==> config.mk <==
export PLATFORM = sky130hd
export DESIGN_NAME = bg_pattern_gen
export DESIGN_NICKNAME = d
export VERILOG_FILES = /design/src/rtl/bg_pattern_gen.sv
export SDC_FILE = /design/constraint.sdc
export NUM_CORES = 1
export LEC_CHECK = 0
export ABC_AREA = 1
export CORE_MARGIN = 4
export CORE_UTILIZATION = 40
export CTS_CLUSTER_DIAMETER = 120
export DETAILED_ROUTE_END_ITERATION = 7
export GPL_TIMING_DRIVEN = 0
export PLACE_DENSITY = 0.67
export SLEW_MARGIN = 30
export SYNTH_ARGS = -nofsm -noshare
export SYNTH_HDL_FRONTEND = slang
export SYNTH_SLANG_ARGS = --single-unit
==> constraint.sdc <==
create_clock -name clk -period 1.5 [get_ports clk]
set_clock_uncertainty 0.15 [all_clocks]
set_input_delay 0.3 -clock clk [delete_from_list [all_inputs] [get_ports clk]]
set_output_delay 0.3 -clock clk [all_outputs]
set_load 0.01 [all_outputs]
==> src/rtl/bg_pattern_gen.sv <==
// VGA background layer: solid, scrolling checkerboard, or checkerboard with flashing border.
// Per-pixel colour and bracket-hit flag appear two cycles after pixelX/pixelY.
module bg_pattern_gen #(
   parameter int unsigned X_SIZE         = 640,
   parameter int unsigned Y_SIZE         = 480,
   parameter int unsigned BRACKET_OFFSET = 10,
   parameter int unsigned TILE_LOG2      = 5,
   parameter int unsigned SCROLL_STEP    = 2,
   parameter int unsigned FLASH_FRAMES   = 30,
   parameter logic [7:0]  BG_COLOR       = 8'h58,
   parameter logic [7:0]  TILE_B_COLOR   = 8'h4C,
   parameter logic [7:0]  BORDER_COLOR   = 8'hFC,
   parameter logic [7:0]  BRACKET_COLOR  = 8'hFF
) (
   input  logic        clk,
   input  logic        resetN,
   input  logic        startOfFrame,
   input  logic [10:0] pixelX,
   input  logic [10:0] pixelY,
   input  logic [1:0]  mode,
   input  logic        scrollEn,
   output logic [7:0]  BG_RGB,
   output logic        boardersDrawReq,
   output logic [7:0]  frameCount
);

   typedef enum logic [1:0] {
      MODE_SOLID = 2'd0,
      MODE_CHECK = 2'd1,
      MODE_FLASH = 2'd2,
      MODE_ALT   = 2'd3
   } mode_e;

   localparam int unsigned SW = TILE_LOG2 + 1;
   localparam int unsigned FW = (FLASH_FRAMES > 1) ? $clog2(FLASH_FRAMES) : 1;

   localparam logic [10:0]   X_LIM      = 11'(X_SIZE);
   localparam logic [10:0]   Y_LIM      = 11'(Y_SIZE);
   localparam logic [10:0]   X_LAST     = 11'(X_SIZE - 1);
   localparam logic [10:0]   Y_LAST     = 11'(Y_SIZE - 1);
   localparam logic [10:0]   BR_LO      = 11'(BRACKET_OFFSET);
   localparam logic [10:0]   BR_XHI     = 11'(X_SIZE - 1 - BRACKET_OFFSET);
   localparam logic [10:0]   BR_YHI     = 11'(Y_SIZE - 1 - BRACKET_OFFSET);
   localparam logic [FW-1:0] FLASH_LAST = FW'(FLASH_FRAMES - 1);
   localparam logic [SW-1:0] STEP       = SW'(SCROLL_STEP);

   // Frame-rate state
   mode_e         mode_q, mode_d;
   logic [7:0]    frame_cnt_q, frame_cnt_d;
   logic [SW-1:0] scroll_x_q, scroll_x_d;
   logic [FW-1:0] flash_cnt_q, flash_cnt_d;
   logic          flash_phase_q, flash_phase_d;

   // Stage 1
   logic          in_frame_q, in_frame_d;
   logic          outer_q, outer_d;
   logic          bracket_q, bracket_d;
   logic          tile_q, tile_d;
   mode_e         s1_mode_q;
   logic          s1_phase_q;
   logic [11:0]   x_sum;

   // Stage 2
   logic [7:0]    rgb_q, rgb_d;
   logic          req_q, req_d;

   always_comb begin
      mode_d        = mode_q;
      frame_cnt_d   = frame_cnt_q;
      scroll_x_d    = scroll_x_q;
      flash_cnt_d   = flash_cnt_q;
      flash_phase_d = flash_phase_q;
      if (startOfFrame) begin
         mode_d      = mode_e'(mode);
         frame_cnt_d = frame_cnt_q + 8'd1;
         if (scrollEn)
            scroll_x_d = scroll_x_q + STEP;
         if (mode_d == MODE_FLASH) begin
            if (flash_cnt_q == FLASH_LAST) begin
               flash_cnt_d   = '0;
               flash_phase_d = ~flash_phase_q;
            end else begin
               flash_cnt_d = flash_cnt_q + FW'(1);
            end
         end else begin
            flash_cnt_d   = '0;
            flash_phase_d = 1'b0;
         end
      end
   end

   // Mode and flash phase travel with the pixel so a pulse never splits one pixel's view of state
   always_comb begin
      x_sum      = {1'b0, pixelX} + 12'(scroll_x_q);
      in_frame_d = (pixelX < X_LIM) && (pixelY < Y_LIM);
      outer_d    = (pixelX == '0) || (pixelY == '0) || (pixelX == X_LAST) || (pixelY == Y_LAST);
      bracket_d  = (pixelX == BR_LO) || (pixelY == BR_LO) ||
                   (pixelX == BR_XHI) || (pixelY == BR_YHI);
      tile_d     = x_sum[TILE_LOG2] ^ pixelY[TILE_LOG2];
   end

   always_comb begin
      rgb_d = BG_COLOR;
      req_d = 1'b0;
      if ((s1_mode_q == MODE_CHECK) || (s1_mode_q == MODE_FLASH))
         rgb_d = tile_q ? TILE_B_COLOR : BG_COLOR;
      if (!in_frame_q) begin
         rgb_d = '0;
      end else if (bracket_q) begin
         rgb_d = BRACKET_COLOR;
         req_d = 1'b1;
      end else if (outer_q && !((s1_mode_q == MODE_FLASH) && s1_phase_q)) begin
         rgb_d = BORDER_COLOR;
      end
   end

   always_ff @(posedge clk or negedge resetN) begin
      if (!resetN) begin
         mode_q        <= MODE_SOLID;
         frame_cnt_q   <= '0;
         scroll_x_q    <= '0;
         flash_cnt_q   <= '0;
         flash_phase_q <= 1'b0;
         in_frame_q    <= 1'b0;
         outer_q       <= 1'b0;
         bracket_q     <= 1'b0;
         tile_q        <= 1'b0;
         s1_mode_q     <= MODE_SOLID;
         s1_phase_q    <= 1'b0;
         rgb_q         <= '0;
         req_q         <= 1'b0;
      end else begin
         mode_q        <= mode_d;
         frame_cnt_q   <= frame_cnt_d;
         scroll_x_q    <= scroll_x_d;
         flash_cnt_q   <= flash_cnt_d;
         flash_phase_q <= flash_phase_d;
         in_frame_q    <= in_frame_d;
         outer_q       <= outer_d;
         bracket_q     <= bracket_d;
         tile_q        <= tile_d;
         s1_mode_q     <= mode_q;
         s1_phase_q    <= flash_phase_q;
         rgb_q         <= rgb_d;
         req_q         <= req_d;
      end
   end

   assign BG_RGB          = rgb_q;
   assign boardersDrawReq = req_q;
   assign frameCount      = frame_cnt_q;

endmodule

==> flow_summary.toml, run 1 <==
[min_path]
worst_hold_path_type = "in2reg"
holdPathStages = 4
hold_end = "frameCount[2]"
holdCritStartpoint = "startOfFrame"

[grt]
globalRouteMet1Util = 0.1800
grt_usage = 0.1386
grt_start_max_net_pins = 18
first_global_vias = 1354
gr-usage-met3 = 0.05207
globalRoute.busiestLayer = "met2"
global_route_wire_length_before_repair_um = 5871
gr-total-overflow = 0
number_of_antenna_violations_at_the_first_check_in_global_routing = 0
gr-usage-met2 = 0.2157

[clock_tree]
cts_tree = "done"
clock-sinks = 33
cts_buffers = 5
clkSlewWorstSetupHoldPaths_ns = 0.07
clock_path_buffers = 2
htree_num_levels = 2
clk_root_buf = "sky130_fd_sc_hd__clkbuf_8"
worstSkewPairLatency_ns = 0.28

[routing]
drt_drc_violations_left = 0
avgViaCountPerCell = 4.542
routed_wirelength_um = 3417
drt_pass1_iterations = 4
wl_per_cell_um = 10.29
ant_nets = 0
num_vias = 1508
drt-initial-drc-count = 66

[run]
drv_cap = 0

[sta]
timing.final.crit_share = 0.9648
setup_slack_ns = 0.05278
setup_viol_count_final = 0
achievable_freq_mhz = 691.0
rsz0062_at_grt = "false"
report.final.slew_viol_count = 0
final-hold-violation-count = 0
finalCriticalPeriod_ns = 1.447
timing.max_slew.rel_slack = 0.7203
max_slew.worst_pin.slew_ns = 0.4195

[yosys]
number_of_synthesized_flops_with_an_enable_pin = 0
synth-main-ff-cell = "sky130_fd_sc_hd__dfrtp_1"
mappedNetlistArea_um2 = 1799
syn-instance-count = 226
post_synth.cell_area_avg_um2 = 7.961
yosys.area.top_type = "sky130_fd_sc_hd__dfrtp_1"
yosys.cell_types.count = 23
synth_top_cells_by_area = "sky130_fd_sc_hd__dfrtp_1 (46%), sky130_fd_sc_hd__nand2_1 (13%), sky130_fd_sc_hd__inv_1 (7.3%)"
postSynthRegisterBits = 33
synthesis.yosys.warnings = 0
synth-seq-area-share = 0.4590
cell_with_the_most_instances_after_synthesis = "sky130_fd_sc_hd__nand2_1"
ys_top_cells_by_count = "sky130_fd_sc_hd__nand2_1 (61), sky130_fd_sc_hd__inv_1 (35), sky130_fd_sc_hd__dfrtp_1 (33), sky130_fd_sc_hd__nor2_1 (33), sky130_fd_sc_hd__nand3_1 (17)"
ys_async_sr_fraction = 1.000
syn_nets = 262
synthDominantCellAreaShare = 0.4590

[critical_path]
worst_ep_arrival_time_ns = 1.00
timing.reg2reg.setup_slack_ns = 0.16
critical_path.startpoint_type = "flip-flop"
rr_worst_depth = 5
critical_path_required_ns = 1.05
end_kind = "output port"
worst_reg2reg_path_endpoint = "tile_q"
crit_path_max_fanout = 2
setup.worst_path.class = "reg2out"
worst_r2r_startpoint = "scroll_x_q[4]"
crit_start = "BG_RGB[6]"

[status]
run_status = "finished, final reports clean"

[die]
floorplan.initialDensity = 0.4132
die_width_um = 75.07
fp.coreArea_um2 = 4354
floorplan.die.height_um = 75.07
die_area_um2 = 5635
io_pins = 45
rows = 24

[place]
place_inst = 322
place_worst_setup_slack_ns = -0.2467
finalWeightedCongestion = 0.7805
place.detailed.hpwl_um = 2756
dpl_cell_area_um2 = 2317
numPortBuffers = 43

[pwr]
vdd.ir_drop.worst_v = 0.001045
power-per-cell-area_nw_per_um2 = 1172
p_leak_uw = 0.001260

[final_layout]
layout_cells_sized_above_1 = 0.08929
flow.area_growth_from_synthesis_pct = 32.96
final_non_filler_cell_area_um2 = 2392
layout.cells.non_filler = 332
layout.core_utilization = 0.5494
nets = 315
filler_cells = 420
antenna_cells_inserted = 0
## cell type report
class,count,area (µm²),area share
flip-flops and latches,33,827.0,0.3457
multi-input cells,152,789.5,0.3300
repair buffers,46,440.4,0.1841
inverters,35,131.4,0.05492
clock buffers,5,68.82,0.02877
well taps,52,65.06,0.02720
plain buffers,6,52.55,0.02197
clock inverters,3,17.52,0.007322
## worst max-delay path: stages, from the launching register on
cell and delay, ns:
sky130_fd_sc_hd__dfrtp_1 0.37, sky130_fd_sc_hd__buf_4 0.12, sky130_fd_sc_hd__clkdlybuf4s15_1 0.22
## worst max path at each step
| stage | to | cells past startpoint | slack, ns |
|---|---|---|---|
| CTS | frameCount[0] | 1 | 0.01 |
| finish | BG_RGB[6] | 2 | 0.05 |
| floorplan | tile_q | 5 | 0.24 |
| detailed placement | tile_q | 8 | -0.25 |
| global placement | scroll_x_q[1] | 1 | -0.66 |
| global route | BG_RGB[6] | 2 | 0.0004 |
## routing by layer
layer  vias to the layer above  routed length, µm
met2                        22               1651
met4                         0                 42
met5                         -                  0
li1                        803                  -
met3                         5                158
met1                       678               1565
## cells in the final DEF (no fill, tap or decap), types with 2 or more instances in the layout
| cell type | instances |
|---|---|
| sky130_fd_sc_hd__inv_1 | 35 |
| sky130_fd_sc_hd__clkdlybuf4s50_1 | 25 |
| sky130_fd_sc_hd__o21ai_0 | 4 |
| sky130_fd_sc_hd__dlygate4sd2_1 | 12 |
| sky130_fd_sc_hd__a21oi_1 | 2 |
| sky130_fd_sc_hd__clkbuf_2 | 3 |
| sky130_fd_sc_hd__a31oi_1 | 2 |
| sky130_fd_sc_hd__xnor2_1 | 4 |
| sky130_fd_sc_hd__buf_4 | 5 |
| sky130_fd_sc_hd__nand4_1 | 5 |
| sky130_fd_sc_hd__nand3_1 | 17 |
| sky130_fd_sc_hd__dfrtp_1 | 32 |
| sky130_fd_sc_hd__buf_6 | 2 |
| sky130_fd_sc_hd__nor2_1 | 33 |
| sky130_fd_sc_hd__xor2_1 | 7 |
| sky130_fd_sc_hd__nand2_1 | 61 |
| sky130_fd_sc_hd__clkdlybuf4s15_1 | 2 |
| sky130_fd_sc_hd__ha_1 | 8 |
| sky130_fd_sc_hd__clkinv_2 | 2 |
| sky130_fd_sc_hd__clkbuf_8 | 5 |
## registers in the layout, indices dropped and copies added (netlist names)
name	cells
flash_cnt_q	5
in_frame_q	1
scroll_x_q	5
frameCount	8
mode_q	2
BG_RGB	4
s1_phase_q	1
s1_mode_q	2
bracket_q	1
tile_q	1
boardersDrawReq	1
outer_q	1
flash_phase_q	1
## logic make-up after synthesis
| group | after synthesis | synth area share |
|---|---|---|
| multiplexers | 1 | 0.006258 |
| XOR/XNOR | 11 | 0.05355 |
| buffers and inverters | 41 | 0.1022 |
| AND/OR/NAND/NOR | 121 | 0.2865 |
| adder cells (fa/ha/maj) | 8 | 0.05564 |
| flip-flops | 33 | 0.4590 |
| AO/OA/AOI/OAI | 11 | 0.03686 |
## where the power goes
part | internal, µW | leakage [µW] | switching [µW]
clock | 319 | 0.0000439 | 318
sequential | 1100 | 0.000422 | 183
combinational | 437 | 0.000795 | 443
## metrics by stage
stage / total power, µW / setup TNS, ns / hold slack [ns]
after CTS: 2823 / 0 / 0.2012
after floorplan: 1808 / 0 / -0.1456
after global routing: 3037 / 0 / 0.2170
final: 2803 / 0 / 0.2041
after detailed placement: 2239 / -0.2987 / 0.1026
after global placement: 2206 / -22.12 / 0.2135
## timing repair
item | in CTS | in global routing
setup buffers | 0 | 1
resized for setup | 22 | 4
hold endpoints to repair | 16 | 0
cloned | 0 | 0
hold buffers | 1 | 0
setup endpoints to repair | 17 | 5
No activity file was read; power rests on OpenSTA's default activity.
==> inputs of run 2 (changes only) <==
GPL_TIMING_DRIVEN = default   (was 0)
HOLD_SLACK_MARGIN = 0.08   (was default)
SKIP_LAST_GASP = 1   (was default)
==> run 2 against run 1 <==
Via count increased by 1.6%. Design area increased by 2.4%. Clock power increased by 33%. Critical path depth decreased by 1. Non-clock buffer count increased by 4. Sequential share of layout area decreased by 0.86 points. Global-route usage about the same. Combinational power increased by 5.6%. Worst setup slack improved by 0.0039 ns. Sequential cell count unchanged. Largest power group unchanged.
==> flow_summary.toml, run 2 (same netlist as run 1, synthesis figures left out) <==
[status]
run_status = "finished, final reports clean"

[critical_path]
critical_path.startpoint_type = "flip-flop"
crit_start = "frameCount[3]"
rr_worst_depth = 5
worst_reg2reg_path_endpoint = "flash_cnt_q[4]"
crit_path_max_fanout = 4
crit_path_cell_trace = "dlygate4sd2_1"
path_buf_inv = 1
end_kind = "output port"
critical_path_depth = 1
cp-endpoint = "frameCount[3]"
critical-path-slowest-cell = "sky130_fd_sc_hd__dfrtp_1"
worst_r2r_startpoint = "flash_cnt_q[1]"
critical_path.max_stage_delay_ns = 0.41
critical_path_required_ns = 1.05
timing.reg2reg.setup_slack_ns = 0.17
worst_ep_arrival_time_ns = 0.99
crit_family = "flip-flops"
setup.worst_path.class = "reg2out"

[pwr]
combinationalPowerShare = 0.304
power-per-cell-area_nw_per_um2 = 1246
switching_share = 0.3077
p_leak_uw = 0.001302
power.clock.fraction = 0.278
internal_power_uw = 2114
fin_total_pwr_uw = 3053
sequentialPowerShare = 0.418
vdd.ir_drop.worst_v = 0.0007827
switchingPower_uw = 939.4

[routing]
routed_wirelength_um = 3310
wl_per_cell_um = 9.851
avgViaCountPerCell = 4.560
drt_drc_violations_left = 0
drt-initial-drc-count = 78
num_vias = 1532
drt_pass1_iterations = 4
ant_nets = 0

[clock_tree]
clock_path_buffers = 2
cts_hold_buffers = 0
worstSkewPairLatency_ns = 0.28
clkSlewWorstSetupHoldPaths_ns = 0.07
cts_buffers = 5
cts_tree = "done"
htree_num_levels = 2
clk_root_buf = "sky130_fd_sc_hd__clkbuf_8"
clock-sinks = 33

[final_layout]
flip_flop_count_of_the_largest_register_all_copies_and_words_added = 8
multi_input_area_um2 = 789.5
flow.area_growth_from_synthesis_pct = 36.16
most-common-layout-cells = "sky130_fd_sc_hd__nand2_1 (61), sky130_fd_sc_hd__inv_1 (35), sky130_fd_sc_hd__dfrtp_1 (33), sky130_fd_sc_hd__nor2_1 (33), sky130_fd_sc_hd__clkdlybuf4s50_1 (27)"
regArea_um2 = 825.8
mostFrequentLayoutCell = "sky130_fd_sc_hd__nand2_1"
filler_cells = 400
antenna_cells_inserted = 0
nets = 319
layout_cells_sized_above_1 = 0.08099
layout.core_utilization = 0.5626

[die]
floorplan.die.height_um = 75.07
io_pins = 45
fp.coreArea_um2 = 4354
floorplan.initialDensity = 0.4132
die_width_um = 75.07
die_area_um2 = 5635
rows = 24

[place]
numPortBuffers = 44
place.detailed.hpwl_um = 2617
finalWeightedCongestion = 0.7853

[sta]
max_slew.worst_pin.slew_ns = 0.2473
setup_viol_count_final = 0
finalCriticalPeriod_ns = 1.443
report.final.slew_viol_count = 0
rsz0062_at_grt = "false"
final-hold-violation-count = 0
timing.max_slew.rel_slack = 0.8346
timing.final.crit_share = 0.9622
hold_slack_ns = 0.2280
achievable_freq_mhz = 692.9

[grt]
grt_usage = 0.1388
grt_start_max_net_pins = 34
first_global_vias = 1449
global_route_wire_length_before_repair_um = 5996
number_of_antenna_violations_at_the_first_check_in_global_routing = 0
gr-total-overflow = 0

[run]
drv_cap = 0

[min_path]
worst_hold_path_type = "in2async"
-- run 2: cell count changes in the layout (fill, tap and decap cells not counted), moves of 2 or more --
| cell | delta |
|---|---|
| sky130_fd_sc_hd__buf_6 | -2 |
| sky130_fd_sc_hd__dlygate4sd2_1 | +5 |
| sky130_fd_sc_hd__clkinv_2 | -2 |
| sky130_fd_sc_hd__clkdlybuf4s50_1 | +2 |
| sky130_fd_sc_hd__buf_4 | +6 |
| sky130_fd_sc_hd__clkdlybuf4s15_1 | -2 |
| sky130_fd_sc_hd__clkbuf_2 | -3 |
-- run 2: cell type report --
cell class                 instances  share of cell area
tap                               52             0.02656
inverter                          35             0.05363
sequential                        33              0.3371
timing repair buffer              56              0.2130
clock inverter                     1             0.01226
multi-input combinational        152              0.3223
clock buffer                       7             0.03524
-- run 2: per-stage QoR --
stage | setup WS (ns) | instances | area (µm²) | setup TNS, ns
2_1_floorplan | 0.2356 | 226 | 1799 | 0
3_3_place_gp | -0.1882 | 326 | 2340 | -1.921
3_5_place_dp | -0.2035 | 326 | 2340 | -2.186
4_1_cts | 0.04319 | 334 | 2435 | 0
5_1_grt | 0.006843 | 336 | 2450 | 0
6_report | 0.05670 | 336 | 2450 | 0
-- run 2: worst min path at each step --
stage,start,end,slack [ns]
6_report,resetN,flash_cnt_q[0],0.23
5_1_grt,resetN,flash_cnt_q[0],0.25
4_1_cts,resetN,flash_cnt_q[0],0.23
3_5_place_dp,mode_q[1],s1_mode_q[1],0.22
3_3_place_gp,mode_q[1],s1_mode_q[1],0.22
2_1_floorplan,resetN,BG_RGB[2],-0.15
-- run 2: timing repair --
item	CTS	global route
endpoints found under the hold margin	0	0
resized for setup	17	0
setup endpoints to repair	17	1
setup buffers	0	2
-- run 2: power by group through the flow --
stage	clock network [µW]	registers [µW]	logic (µW)
2_1_floorplan	0	1330	479
3_3_place_gp	0	1300	959
3_5_place_dp	0	1300	971
4_1_cts	873	1280	904
5_1_grt	910	1310	1080
6_report	848	1280	929
-- run 2: per-layer routing --
layer	up-vias	share of wire	GRT usage
met5	-	0	0
met1	689	0.47	0.1832
met4	0	0.018	0.05336
met2	22	0.47	0.2157
li1	813	-	-
met3	8	0.044	0.04005
==> inputs of run 3 (changes only) <==
CORE_MARGIN = default   (was 4)
clock period = 1.68 ns   (was 1.5 ns; I/O delays follow)
==> run 3 against run 2 <==
Via count is 0.46% higher. Combinational power is 9.3% lower. Largest cell class unchanged. Hold slack better by 0.0081 ns. Highest routed layer unchanged.
==> flow_summary.toml, run 3 (same netlist as run 1, synthesis figures left out) <==
[sta]
achievable_freq_mhz = 609.7
timing.final.crit_share = 0.9763
timing.max_slew.rel_slack = 0.8132
max_slew.worst_pin.slew_ns = 0.2791
setup_slack_ns = 0.03977
report.final.slew_viol_count = 0
final-hold-violation-count = 0
rsz0062_at_grt = "false"
finalCriticalPeriod_ns = 1.640
setup_viol_count_final = 0

[final_layout]
flip_flop_count_of_the_largest_register_all_copies_and_words_added = 8
filler_cells = 426
mostFrequentLayoutCell = "sky130_fd_sc_hd__nand2_1"
final_non_filler_cell_area_um2 = 2440
most-common-layout-cells = "sky130_fd_sc_hd__nand2_1 (61), sky130_fd_sc_hd__inv_1 (35), sky130_fd_sc_hd__dfrtp_1 (33), sky130_fd_sc_hd__nor2_1 (33), sky130_fd_sc_hd__clkdlybuf4s50_1 (31)"
flow.area_growth_from_synthesis_pct = 35.60
layout_cells_sized_above_1 = 0.07447
nets = 317
antenna_cells_inserted = 0

[die]
die_area_um2 = 4770
fp.coreArea_um2 = 4324
die_width_um = 69.07
floorplan.initialDensity = 0.4161
floorplan.die.height_um = 69.07
rows = 24
io_pins = 45

[pwr]
p_leak_uw = 0.001378
power.clock.fraction = 0.221
fin_total_pwr_uw = 2543
internal_power_uw = 1698
power-per-cell-area_nw_per_um2 = 1042
combinationalPowerShare = 0.332
sequentialPowerShare = 0.447
vdd.ir_drop.worst_v = 0.0008479
switching_share = 0.3324
switchingPower_uw = 845.1

[grt]
grt_usage = 0.1478
grt_start_max_net_pins = 34
first_global_vias = 1410
number_of_antenna_violations_at_the_first_check_in_global_routing = 0
gr-total-overflow = 0
global_route_wire_length_before_repair_um = 5747

[clock_tree]
htree_num_levels = 2
cts_hold_buffers = 0
cts_buffers = 5
clock_path_buffers = 2
worstSkewPairLatency_ns = 0.28
cts_tree = "done"
clkSlewWorstSetupHoldPaths_ns = 0.07
clock-sinks = 33
clk_root_buf = "sky130_fd_sc_hd__clkbuf_8"

[min_path]
hold_end = "s1_mode_q[0]"
worst_hold_path_type = "reg2reg"
holdCritStartpoint = "mode_q[0]"
holdPathStages = 0

[critical_path]
worst_reg2reg_path_endpoint = "tile_q"
crit_family = "buffers and inverters"
setup.worst_path.class = "reg2out"
critical-path-slowest-cell = "sky130_fd_sc_hd__clkdlybuf4s50_1"
path_buf_inv = 1
critical_path.max_stage_delay_ns = 0.53
critical_path_required_ns = 1.19
crit_path_cell_trace = "clkdlybuf4s50_1"
timing.reg2reg.setup_slack_ns = 0.32
crit_path_max_fanout = 2
worst_ep_arrival_time_ns = 1.15
end_kind = "output port"
rr_worst_depth = 5
worst_r2r_startpoint = "scroll_x_q[4]"
critical_path.startpoint_type = "flip-flop"

[routing]
ant_nets = 0
wl_per_cell_um = 9.680
drt_drc_violations_left = 0
routed_wirelength_um = 3233
avgViaCountPerCell = 4.608
drt-initial-drc-count = 56
drt_pass1_iterations = 4
num_vias = 1539

[place]
place_worst_setup_slack_ns = -0.08684
finalWeightedCongestion = 0.7923
numPortBuffers = 44
dpl_cell_area_um2 = 2325
place.detailed.hpwl_um = 2523

[run]
drv_cap = 0

[status]
run_status = "finished, final reports clean"
-- run 3: cell count changes in the layout (fill, tap and decap cells not counted), sizes merged --
cell	change
clkbuf	-1
clkinv	+2
dlymetal6s2s	+9
bufinv	-1
buf	-2
clkdlybuf4s50	+4
dlygate4sd2	-13
-- run 3: routing by layer --
layer  track usage  up-vias  routed length (µm)
met5             0        -                   0
met4       0.05442        0                  49
met3       0.04094        8                 128
met2        0.2384       26                1495
met1        0.1893      693                1559
li1              -      812                   -
-- run 3: final cells by class --
class / instances / area, µm² / area share
well taps: 52 / 65.06 / 0.02667
clock inverters: 2 / 10.01 / 0.004103
clock buffers: 6 / 72.57 / 0.02974
multi-input cells: 152 / 789.5 / 0.3236
flip-flops and latches: 33 / 825.8 / 0.3385
repair buffers: 54 / 545.5 / 0.2236
inverters: 35 / 131.4 / 0.05385
-- run 3: worst register-to-register path: stages, from the launching register on --
cell                      delay (ns)
sky130_fd_sc_hd__dfrtp_1        0.41
sky130_fd_sc_hd__ha_1           0.30
sky130_fd_sc_hd__a21oi_1        0.20
sky130_fd_sc_hd__nand2_1        0.08
sky130_fd_sc_hd__nand3_1        0.07
sky130_fd_sc_hd__nand2_1        0.05
-- run 3: repair_timing --
item	4_1_cts	5_1_grt
gates resized for setup	4	9
setup endpoints to repair	6	9
buffers inserted	2	0
-- run 3: worst max path at each step --
| stage | startpoint | endpoint | slack, ns | cells past startpoint |
|---|---|---|---|---|
| after global placement | pixelX[4] | tile_q | -0.04 | 6 |
| final | frameCount[5] | frameCount[5] | 0.04 | 1 |
| after global routing | frameCount[5] | frameCount[5] | 0.003 | 1 |
| after CTS | frameCount[7] | frameCount[7] | 0.003 | 1 |
| after floorplan | scroll_x_q[4] | tile_q | 0.42 | 5 |
| after detailed placement | pixelX[4] | tile_q | -0.09 | 6 |
-- run 3: power by group through the flow --
stage	clock [µW]	combinational [µW]	sequential (µW)
after CTS	581	865	1140
after floorplan	0	428	1190
final	562	843	1140
after detailed placement	0	834	1180
after global placement	0	813	1180
after global routing	608	952	1170
-- run 3: per-stage QoR --
stage / util / std cells / TNS [ns] / hold WS, ns
floorplan: - / 226 / 0 / -0.1096
global placement: 0.5376 / 324 / -0.04574 / 0.2153
detailed placement: 0.5376 / 324 / -0.1084 / 0.2154
CTS: 0.5590 / 334 / 0 / 0.2321
global route: 0.5642 / 334 / 0 / 0.2430
finish: 0.5642 / 334 / 0 / 0.2361
==> edit, RTL diff (settings of run 2) <==
Add an input register stage for `startOfFrame`, `pixelX`, `pixelY`, `mode` and `scrollEn`; this delays them by one clock. Comments in the files are not updated.
--- a/src/rtl/bg_pattern_gen.sv
+++ b/src/rtl/bg_pattern_gen.sv
@@ -44,6 +44,20 @@
    localparam logic [FW-1:0] FLASH_LAST = FW'(FLASH_FRAMES - 1);
    localparam logic [SW-1:0] STEP       = SW'(SCROLL_STEP);
 
+   logic startOfFrame_q;
+   logic [10:0] pixelX_q;
+   logic [10:0] pixelY_q;
+   logic [1:0] mode_r;
+   logic scrollEn_q;
+
+   always_ff @(posedge clk) begin
+      startOfFrame_q <= startOfFrame;
+      pixelX_q       <= pixelX;
+      pixelY_q       <= pixelY;
+      mode_r         <= mode;
+      scrollEn_q     <= scrollEn;
+   end
+
    // Frame-rate state
    mode_e         mode_q, mode_d;
    logic [7:0]    frame_cnt_q, frame_cnt_d;
@@ -70,10 +84,10 @@
       scroll_x_d    = scroll_x_q;
       flash_cnt_d   = flash_cnt_q;
       flash_phase_d = flash_phase_q;
-      if (startOfFrame) begin
-         mode_d      = mode_e'(mode);
+      if (startOfFrame_q) begin
+         mode_d      = mode_e'(mode_r);
          frame_cnt_d = frame_cnt_q + 8'd1;
-         if (scrollEn)
+         if (scrollEn_q)
             scroll_x_d = scroll_x_q + STEP;
          if (mode_d == MODE_FLASH) begin
             if (flash_cnt_q == FLASH_LAST) begin
@@ -91,12 +105,12 @@
 
    // Mode and flash phase travel with the pixel so a pulse never splits one pixel's view of state
    always_comb begin
-      x_sum      = {1'b0, pixelX} + 12'(scroll_x_q);
-      in_frame_d = (pixelX < X_LIM) && (pixelY < Y_LIM);
-      outer_d    = (pixelX == '0) || (pixelY == '0) || (pixelX == X_LAST) || (pixelY == Y_LAST);
-      bracket_d  = (pixelX == BR_LO) || (pixelY == BR_LO) ||
-                   (pixelX == BR_XHI) || (pixelY == BR_YHI);
-      tile_d     = x_sum[TILE_LOG2] ^ pixelY[TILE_LOG2];
+      x_sum      = {1'b0, pixelX_q} + 12'(scroll_x_q);
+      in_frame_d = (pixelX_q < X_LIM) && (pixelY_q < Y_LIM);
+      outer_d    = (pixelX_q == '0) || (pixelY_q == '0) || (pixelX_q == X_LAST) || (pixelY_q == Y_LAST);
+      bracket_d  = (pixelX_q == BR_LO) || (pixelY_q == BR_LO) ||
+                   (pixelX_q == BR_XHI) || (pixelY_q == BR_YHI);
+      tile_d     = x_sum[TILE_LOG2] ^ pixelY_q[TILE_LOG2];
    end
 
    always_comb begin
Formal check against the unedited RTL: not equivalent (a bounded check fails within 4 cycles, from zero or initial values and one cycle with resetN low).
==> edit against run 2 <==
- sequential cell count rose by 26
- routed wire length rose by 15%
- maximum frequency fell by 0.93%
- setup slack got worse by 0.014 ns
- power rose by 39%
- clock power rose by 66%
- die area rose by 24%
- sequential power rose by 54%
- final area rose by 24%
- non-clock buffer count fell by 5
- hold slack got worse by 0.044 ns
- cell count rose by 13%
- synthesized area rose by 28%
- critical path type unchanged
- critical endpoint is now frameCount[6]
- highest routed layer unchanged
==> edit: results (changes against run 2) <==
synthesis:
  yosysWarnings: 0  # unchanged
  syn_inst: 246  # +8.8%
  synth_common_cells: "nand2_1 (55), nor2_1 (34), dfrtp_1 (33)"
  ys_seq_area_share_pct: 58.7  # +13 points
  synthArstFlopShare_pct: 55.9  # -44 points
  synth_area_leaders: "dfrtp_1 (36%), dfxtp_1 (23%), nand2_1 (9.0%), nor2_1 (5.6%), inv_1 (5.2%)"
  syn-num-nets: 282  # +7.6%
  ys_types: 24  # +4.3%
placement:
  dpl.hpwl_um: 2830  # +8.3%
  dp.cells: 362  # +11%
  io_buffers: 44  # unchanged
  gp_congestion: 0.733  # -6.7%
  pre_cts_ws_ns: 0.117  # +0.320 ns
  placed_cell_area_sq_mm: 0.00283  # +21%
layout:
  nNetsFinal: 339  # +6.3%
  fillers: 515  # +29%
  drive_above_1_share_pct: 9.09  # +0.99 points
  layoutNonFillerInstCount: 380  # +13%
  antenna_cells: 0  # unchanged
clock_network:
  clkLatencyLatePin_ns: 0.33  # +0.05 ns
  ctsLongestPathBuffers: 2  # unchanged
  numCtsBuffers: 9  # +4
  cts_max_level: 3  # +1
detailed_routing:
  wire_per_inst_um: 10.0  # +1.9%
  drtIter0Drc: 58  # -26%
  viasPerCell: 4.35  # -4.5%
  dr.pass1.iters: 4  # unchanged
power_and_ir_drop:
  p_int_mw: 3.10  # +47%
  p_leak_nw: 1.49  # +15%
  ir_worst_vdd_mv: 0.891  # +14%
  fin_total_pwr_mw: 4.24  # +39%
  combPwrFrac_pct: 20.2  # -10 points
  p_clk_mw: 1.41  # +66%
worst_setup_path:
  crit_end: "frameCount[6]"
  reg2reg_depth: 6  # +1
  critical-path-top-delay-family: "flip-flops"
  r2r_setup_slack_ns: 0.16
  r2r_end: "tile_q"
  startpoint: "frameCount[6]"
  crit_path_top_delay_cell: "dfrtp_1"
  cp_max_fo: 3  # -1
  arrival_ns: 1.01  # +0.02 ns
  reg2reg_from: "scroll_x_q[2]"
  cpPeakStageDelay_ns: 0.40
grt:
  grt_pass1_vias: 1623  # +12%
  antenna_found_initial: 0  # unchanged
  grt_usage_pct: 12.0  # -1.8 points
  grt_first_pass_wirelength_um: 6730  # +12%
timing:
  hold_ws_ns: 0.184  # -0.0437 ns
  slew_headroom_pct: 78.9  # -4.5 points
  period_share_pct: 97.1  # +0.90 points
worst_hold_path:
  hold_class: "input pin to asynchronous set/reset pin"
run_status:
  status: "completed"
## edit: cells by family (layout without fill, tap and decap cells)
family	count (synthesis)	count (layout)	share of synthesized area, %
fa+ha+maj	8	8	4.36
compound gates	11	11	2.56
buf+inv	37	99	7.03
mux	1	1	0.491
simple gates	117	117	21.9
xor+xnor	13	13	4.96
flops	59	59	58.7
## edit: area by class of cell
class | instances | area [sq um] | share of cell area (%)
inverters | 32 | 120 | 3.97
well taps | 72 | 90.1 | 2.98
multi-input cells | 150 | 787 | 26.0
flip-flops and latches | 59 | 1350 | 44.5
clock inverters | 2 | 35.0 | 1.16
clock buffers | 14 | 163 | 5.37
repair buffers | 51 | 487 | 16.1
## edit: repair_timing
item | CTS | global route
setup buffers | 0 | 2
endpoints found under the setup margin | 17 | 4
resized for setup | 17 | 2
## edit: per-layer routing
layer	share of wire, %	global-route usage (%)
met3	5.5	3.65
met2	47	19.4
met4	1.0	7.89
met5	0	0
met1	47	13.8
